## config.mk

```make
export PLATFORM = sky130hd
export DESIGN_NAME = uncached_bridge_flat
export DESIGN_NICKNAME = d
export VERILOG_FILES = /design/src/rtl/uncached_bridge_if.sv /design/src/rtl/uncached_bridge.sv /design/src/flat_wrapper.sv
export SDC_FILE = /design/constraint.sdc
export NUM_CORES = 1
export LEC_CHECK = 0
export CORE_MARGIN = 2
export CORE_UTILIZATION = 45
export CTS_CLUSTER_DIAMETER = 150
export CTS_CLUSTER_SIZE = 8
export DETAILED_ROUTE_END_ITERATION = 12
export DONT_BUFFER_PORTS = 1
export GPL_TIMING_DRIVEN = 0
export SLEW_MARGIN = 20
export SYNTH_ARGS = -nofsm -noshare
export SYNTH_HDL_FRONTEND = slang
export SYNTH_SLANG_ARGS = --single-unit
```

## constraint.sdc

```tcl
create_clock -name clk_i -period 6.15 [get_ports clk_i]
set_input_delay 0.615 -clock clk_i [delete_from_list [all_inputs] [get_ports clk_i]]
set_output_delay 0.615 -clock clk_i [all_outputs]
set_load 0.05 [all_outputs]
```

## src/rtl/uncached_bridge_if.sv

```systemverilog
// uncached_bridge_if: LSU request/response, PMA attributes and peripheral bus signals; slave = bridge side, master = LSU/interconnect side
interface uncached_bridge_if #(parameter int XLEN = 32);
  logic req_valid;
  logic req_ready;
  logic [XLEN-1:0] req_addr;
  logic req_we;
  logic [XLEN-1:0] req_wdata;
  logic [XLEN/8-1:0] req_be;
  logic pma_uncached;
  logic pma_memregion;
  logic rsp_valid;
  logic [XLEN-1:0] rsp_rdata;
  logic rsp_err;
  logic bus_req;
  logic [XLEN-1:0] bus_addr;
  logic bus_we;
  logic [XLEN-1:0] bus_wdata;
  logic [XLEN/8-1:0] bus_be;
  logic bus_ack;
  logic [XLEN-1:0] bus_rdata;
  logic bus_err;
  logic dbg_uncached;
  modport slave (
    input req_valid, req_addr, req_we, req_wdata, req_be, pma_uncached, pma_memregion, bus_ack, bus_rdata, bus_err,
    output req_ready, rsp_valid, rsp_rdata, rsp_err, bus_req, bus_addr, bus_we, bus_wdata, bus_be, dbg_uncached
  );
  modport master (
    output req_valid, req_addr, req_we, req_wdata, req_be, pma_uncached, pma_memregion, bus_ack, bus_rdata, bus_err,
    input req_ready, rsp_valid, rsp_rdata, rsp_err, bus_req, bus_addr, bus_we, bus_wdata, bus_be, dbg_uncached
  );
endinterface

```

## src/rtl/uncached_bridge.sv

```systemverilog
// uncached_bridge: faults non-memory/empty-be requests, else runs one single-beat bus transaction with timeout; ports clk_i, rst_i (async high), ub (uncached_bridge_if.slave)
module uncached_bridge #(
  parameter int XLEN = 32,
  parameter int TIMEOUT_CYC = 256
) (
  input logic clk_i,
  input logic rst_i,
  uncached_bridge_if.slave ub
);
  localparam int CW = $clog2(TIMEOUT_CYC);
  typedef enum logic [1:0] {IDLE, BUS, RESP} state_t;
  state_t state, state_nx;
  logic [CW-1:0] cnt;
  logic [XLEN-1:0] rdata_q;
  logic err_q;
  logic fault, timeout, done;
  always_ff @(posedge clk_i or posedge rst_i)
    if (rst_i) state <= IDLE;
    else state <= state_nx;
  always_comb begin
    fault = !ub.pma_memregion || ub.req_be == '0;
    timeout = cnt == CW'(TIMEOUT_CYC - 1);
    done = ub.bus_ack || ub.bus_err || timeout;
    state_nx = state == IDLE ? (ub.req_valid ? (fault ? RESP : BUS) : IDLE)
             : state == BUS ? (done ? RESP : BUS)
             : IDLE;
  end
  always_ff @(posedge clk_i or posedge rst_i)
    if (rst_i) begin
      ub.bus_addr <= '0;
      ub.bus_we <= 1'b0;
      ub.bus_wdata <= '0;
      ub.bus_be <= '0;
      ub.dbg_uncached <= 1'b0;
      cnt <= '0;
      rdata_q <= '0;
      err_q <= 1'b0;
    end else if (state == IDLE && ub.req_valid) begin
      ub.bus_addr <= ub.req_addr;
      ub.bus_we <= ub.req_we;
      ub.bus_wdata <= ub.req_wdata;
      ub.bus_be <= ub.req_be;
      ub.dbg_uncached <= ub.pma_uncached;
      cnt <= '0;
      rdata_q <= '0;
      err_q <= fault;
    end else if (state == BUS) begin
      cnt <= cnt + 1'b1;
      err_q <= ub.bus_err || (!ub.bus_ack && timeout);
      rdata_q <= (ub.bus_ack && !ub.bus_err && !ub.bus_we) ? ub.bus_rdata : '0;
    end
  assign ub.req_ready = state == IDLE;
  assign ub.bus_req = state == BUS;
  assign ub.rsp_valid = state == RESP;
  assign ub.rsp_rdata = state == RESP ? rdata_q : '0;
  assign ub.rsp_err = state == RESP && err_q;
endmodule

```

## src/flat_wrapper.sv

```systemverilog
// flat-port wrapper written by rule: the top's interface ports become plain ports
module uncached_bridge_flat 
#(
  parameter int XLEN = 32,
  parameter int TIMEOUT_CYC = 256
)
  (clk_i, rst_i, ub_req_valid, ub_req_addr, ub_req_we, ub_req_wdata, ub_req_be, ub_pma_uncached, ub_pma_memregion, ub_bus_ack, ub_bus_rdata, ub_bus_err, ub_req_ready, ub_rsp_valid, ub_rsp_rdata, ub_rsp_err, ub_bus_req, ub_bus_addr, ub_bus_we, ub_bus_wdata, ub_bus_be, ub_dbg_uncached);
  uncached_bridge_if #(.XLEN(XLEN)) ub_i ();
  input logic clk_i;
  input logic rst_i;
  input wire logic [$bits(ub_i.req_valid)-1:0] ub_req_valid;
  input wire logic [$bits(ub_i.req_addr)-1:0] ub_req_addr;
  input wire logic [$bits(ub_i.req_we)-1:0] ub_req_we;
  input wire logic [$bits(ub_i.req_wdata)-1:0] ub_req_wdata;
  input wire logic [$bits(ub_i.req_be)-1:0] ub_req_be;
  input wire logic [$bits(ub_i.pma_uncached)-1:0] ub_pma_uncached;
  input wire logic [$bits(ub_i.pma_memregion)-1:0] ub_pma_memregion;
  input wire logic [$bits(ub_i.bus_ack)-1:0] ub_bus_ack;
  input wire logic [$bits(ub_i.bus_rdata)-1:0] ub_bus_rdata;
  input wire logic [$bits(ub_i.bus_err)-1:0] ub_bus_err;
  output wire logic [$bits(ub_i.req_ready)-1:0] ub_req_ready;
  output wire logic [$bits(ub_i.rsp_valid)-1:0] ub_rsp_valid;
  output wire logic [$bits(ub_i.rsp_rdata)-1:0] ub_rsp_rdata;
  output wire logic [$bits(ub_i.rsp_err)-1:0] ub_rsp_err;
  output wire logic [$bits(ub_i.bus_req)-1:0] ub_bus_req;
  output wire logic [$bits(ub_i.bus_addr)-1:0] ub_bus_addr;
  output wire logic [$bits(ub_i.bus_we)-1:0] ub_bus_we;
  output wire logic [$bits(ub_i.bus_wdata)-1:0] ub_bus_wdata;
  output wire logic [$bits(ub_i.bus_be)-1:0] ub_bus_be;
  output wire logic [$bits(ub_i.dbg_uncached)-1:0] ub_dbg_uncached;
  assign ub_i.req_valid = ub_req_valid;
  assign ub_i.req_addr = ub_req_addr;
  assign ub_i.req_we = ub_req_we;
  assign ub_i.req_wdata = ub_req_wdata;
  assign ub_i.req_be = ub_req_be;
  assign ub_i.pma_uncached = ub_pma_uncached;
  assign ub_i.pma_memregion = ub_pma_memregion;
  assign ub_i.bus_ack = ub_bus_ack;
  assign ub_i.bus_rdata = ub_bus_rdata;
  assign ub_i.bus_err = ub_bus_err;
  assign ub_req_ready = ub_i.req_ready;
  assign ub_rsp_valid = ub_i.rsp_valid;
  assign ub_rsp_rdata = ub_i.rsp_rdata;
  assign ub_rsp_err = ub_i.rsp_err;
  assign ub_bus_req = ub_i.bus_req;
  assign ub_bus_addr = ub_i.bus_addr;
  assign ub_bus_we = ub_i.bus_we;
  assign ub_bus_wdata = ub_i.bus_wdata;
  assign ub_bus_be = ub_i.bus_be;
  assign ub_dbg_uncached = ub_i.dbg_uncached;
  uncached_bridge #(.XLEN(XLEN), .TIMEOUT_CYC(TIMEOUT_CYC)) u_core (.clk_i(clk_i), .rst_i(rst_i), .ub(ub_i));
endmodule
```

==> results by group <==
Logic synthesis
  – Cell taking the most area after synthesis: dfrtp_1
  – Post-synth top area share: 62.16%
  – Cell area after synthesis: 4549 um^2
  – Distinct cells, synth: 31
  – Cells after Synth: between 300 and 400
  – Mean Syn Cell Area: between 10 and 15 um^2
  – Most common cell in the netlist: dfrtp_1
  – Post-synth EDFFs: 0
  – Sequential area share after synthesis: 62.16%
  – Post-synthesis async set-or-reset flop share: 100.0%
  – Syn Nets: about 430
  – Synth Register Bits: 113
  – Synth area leaders: dfrtp_1 62%, mux2_2 17%, a22o_1 6.5%
  – Top cells by count, synth: 113 x dfrtp_1, 70 x mux2_2, 34 x a22o_1, 33 x and2_1, 9 x nand2_1
  – Yosys warning total: 0
  – Synth Flop Type: dfrtp_1

Run status
  – Outcome: finished clean

Clock network
  – Post-CTS setup buffers: 0
  – Clk buf depth: 2
  – Sink Count: 113
  – CTS H-tree depth: 4
  – CTS tree: built
  – Clock transition at path regs: ~0.060 ns
  – Clock root buffer: clkbuf_8
  – Number of CTS-inserted buffers: 17
  – Post-CTS sizing: 0
  – Hold buffers post-CTS: 0
  – Clock latency on the worst-skew pair: 0.51 ns

Setup path
  – Startpoint types: flip-flop
  – Worst path max stage delay: about 0.67 ns
  – Critical Path End Type: primary output
  – Top delay family on crit path: simple AND/OR/NAND/NOR gates
  – CP Launch Point: u_core.state[0]
  – Critical Path RT: 5.53 ns
  – WS Path Type: reg2out
  – Crit path DAT: approximately 2.6 ns
  – Crit path cell chain: nor2b_1, clkbuf_1, and2_1
  – Worst R2R Start: u_core.state[0]
  – Crit Path Max Fanout: 10
  – Worst path buffer plus inverter count: 1
  – Critical-path top delay cell: clkbuf_1

Final layout
  – Final #Nets: 446
  – Register area: 2828 um^2
  – Antenna Cells: 0
  – Finished Cell Area: 5305 um^2
  – Footprint of the multi-input gates: 1579 um^2
  – Core Util, Final: 54.28%
  – Post-synthesis to final-layout area growth: 16.61%
  – Fill cells: 834
  – Fraction of layout cells with a size suffix above 1: 33.62%

Timing
  – Relative slew margins: 34.56%
  – FMAX: 312.2 MHz
  – Min Tclk post-route: 3.204 ns
  – Measured slew at the worst slew-check pin: 0.9780 ns
  – Fin crit share: 52.09%
  – Clock Skews: around 0.008 ns
  – Endpoints failing hold: 0
  – Setup violations, final: 0
  – Hold Slack: 0.003812 ns
  – RSZ-0062 raised after global routing: no
  – Max-slew violation count: 0
  – Setup Total Neg Slack: 0 ns

Route
  – Iter 0 DRT Violations: 126
  – Vias/cell: 5.672
  – Final WL: roughly 10,000 um
  – WL per Instance: about 21 um
  – Via Count: 2,728
  – Detailed Routing Iterations Pass 1: 4
  – DR DRC count: 0
  – DRT antenna net count: 0

Floorplanning
  – I/O pin cnt: 214
  – Core region area: around 10000 um^2
  – Initial core utilization: 46.54%
  – Row cnt: 36
  – Die Ht: between 100 and 150 um
  – Die X: 104.5 um
  – Die area: approximately 11,000 um^2

Placement
  – Placement Cell Area: 4748 um^2
  – Number of I/O port buffers: 0
  – HPWL Detailed: about 7000 um
  – Placer Congestion: slightly below 0.8

GRT
  – Vias in the first global route: 2,927
  – Total global routing overflow: 0
  – GRT Resource Usage Total: 19.05%
  – Antenna violations before repair: 0
  – Largest net degree at the start of global routing: 62
  – First-pass GRT wire length: about 16,000 um

Power and ir drop
  – Worst VDD drop: between 0.2 and 0.25 mV
  – LEAKAGE: 2.332 nW
  – Pwr/cell area: just under 500 nW/um^2

Hold path
  – Type of the most critical hold path: in2async

Run
  – Maxcap violations: 0
layer usage:
metal	global-route usage (%)	part of all wire, %
met1	22.48	39
met2	29.74	47
met4	7.915	1.8
met3	9.295	12
met5	0	0
through the flow:
stage               power [W]  setup slack, ns  instances
global placement     0.001686            1.451        450
finish               0.002593            2.946        481
detailed placement   0.001700            3.398        451
CTS                  0.002619            2.859        481
global route         0.002690            2.780        481
floorplan            0.001615            2.548        317
worst paths after layout:
kind | slack [ns] | cells past startpoint | endpoint
min in group clk_i | 0.21 | 1 | u_core.err_q
hold reg to reg | 0.50 | 1 | u_core.rdata_q[10]
setup reg to reg | 4.49 | 4 | u_core.ub.bus_addr[17]
hold / removal | 0.004 | 1 | u_core.ub.bus_wdata[18]
max in group asynchronous | 5.49 | 2 | u_core.ub.bus_we
setup / recovery | 2.95 | 3 | ub_rsp_rdata[25]
kinds of logic after synthesis:
| logic type | count (synthesis) | share of synthesized area (%) |
|---|---|---|
| DFF | 113 | 62.16 |
| adders and majority gates | 1 | 0.2750 |
| and+or+nand+nor | 60 | 8.196 |
| muxes | 71 | 17.55 |
| buffers and inverters | 23 | 3.135 |
| AOI/OAI and AO/OA | 49 | 8.691 |
area by class of cell:
class                           count  area share, %
Multi-Input combinational cell    181          29.76
Tap cell                          133          3.137
Buffer                             19          2.406
Sequential cell                   113          53.30
Clock buffer                       19          8.325
Inverter                            4         0.3774
Timing Repair Buffer                1         0.5189
Clock inverter                     11          2.170
registers in the layout, summed over array words and instances, names as in the netlist:
signal	count
u_core.rdata_q	32
u_core.ub.bus_addr	32
u_core.ub.bus_wdata	32
u_core.cnt	8
u_core.ub.bus_be	4
u_core.state	2
u_core.err_q	1
u_core.ub.bus_we	1
u_core.ub.dbg_uncached	1
cells in the final DEF, fill, tap and decap left out, types with 3 or more instances in the layout:
| cell type | netlist | routed |
|---|---|---|
| inv_1 | 4 | 3 |
| clkbuf_8 | 0 | 3 |
| clkinv_2 | 0 | 5 |
| clkbuf_16 | 0 | 16 |
| buf_2 | 3 | 3 |
| clkinvlp_4 | 0 | 4 |
| clkbuf_1 | 6 | 6 |
| nand3_1 | 4 | 4 |
| buf_6 | 4 | 4 |
| o22ai_1 | 3 | 3 |
| nand2_1 | 9 | 9 |
| dfrtp_1 | 113 | 113 |
| a22o_1 | 34 | 34 |
| mux2_2 | 70 | 70 |
| buf_4 | 6 | 6 |
| and2_1 | 33 | 33 |
| o21ai_0 | 4 | 4 |
where the power goes:
group | switching, W | internal, W | total (W)
combinational | 0.000130 | 0.000138 | 0.000269
clock | 0.000325 | 0.000587 | 0.000913
sequential | 0.000540 | 0.000871 | 0.00141
Note: power is estimated with default switching activity, not from simulation.
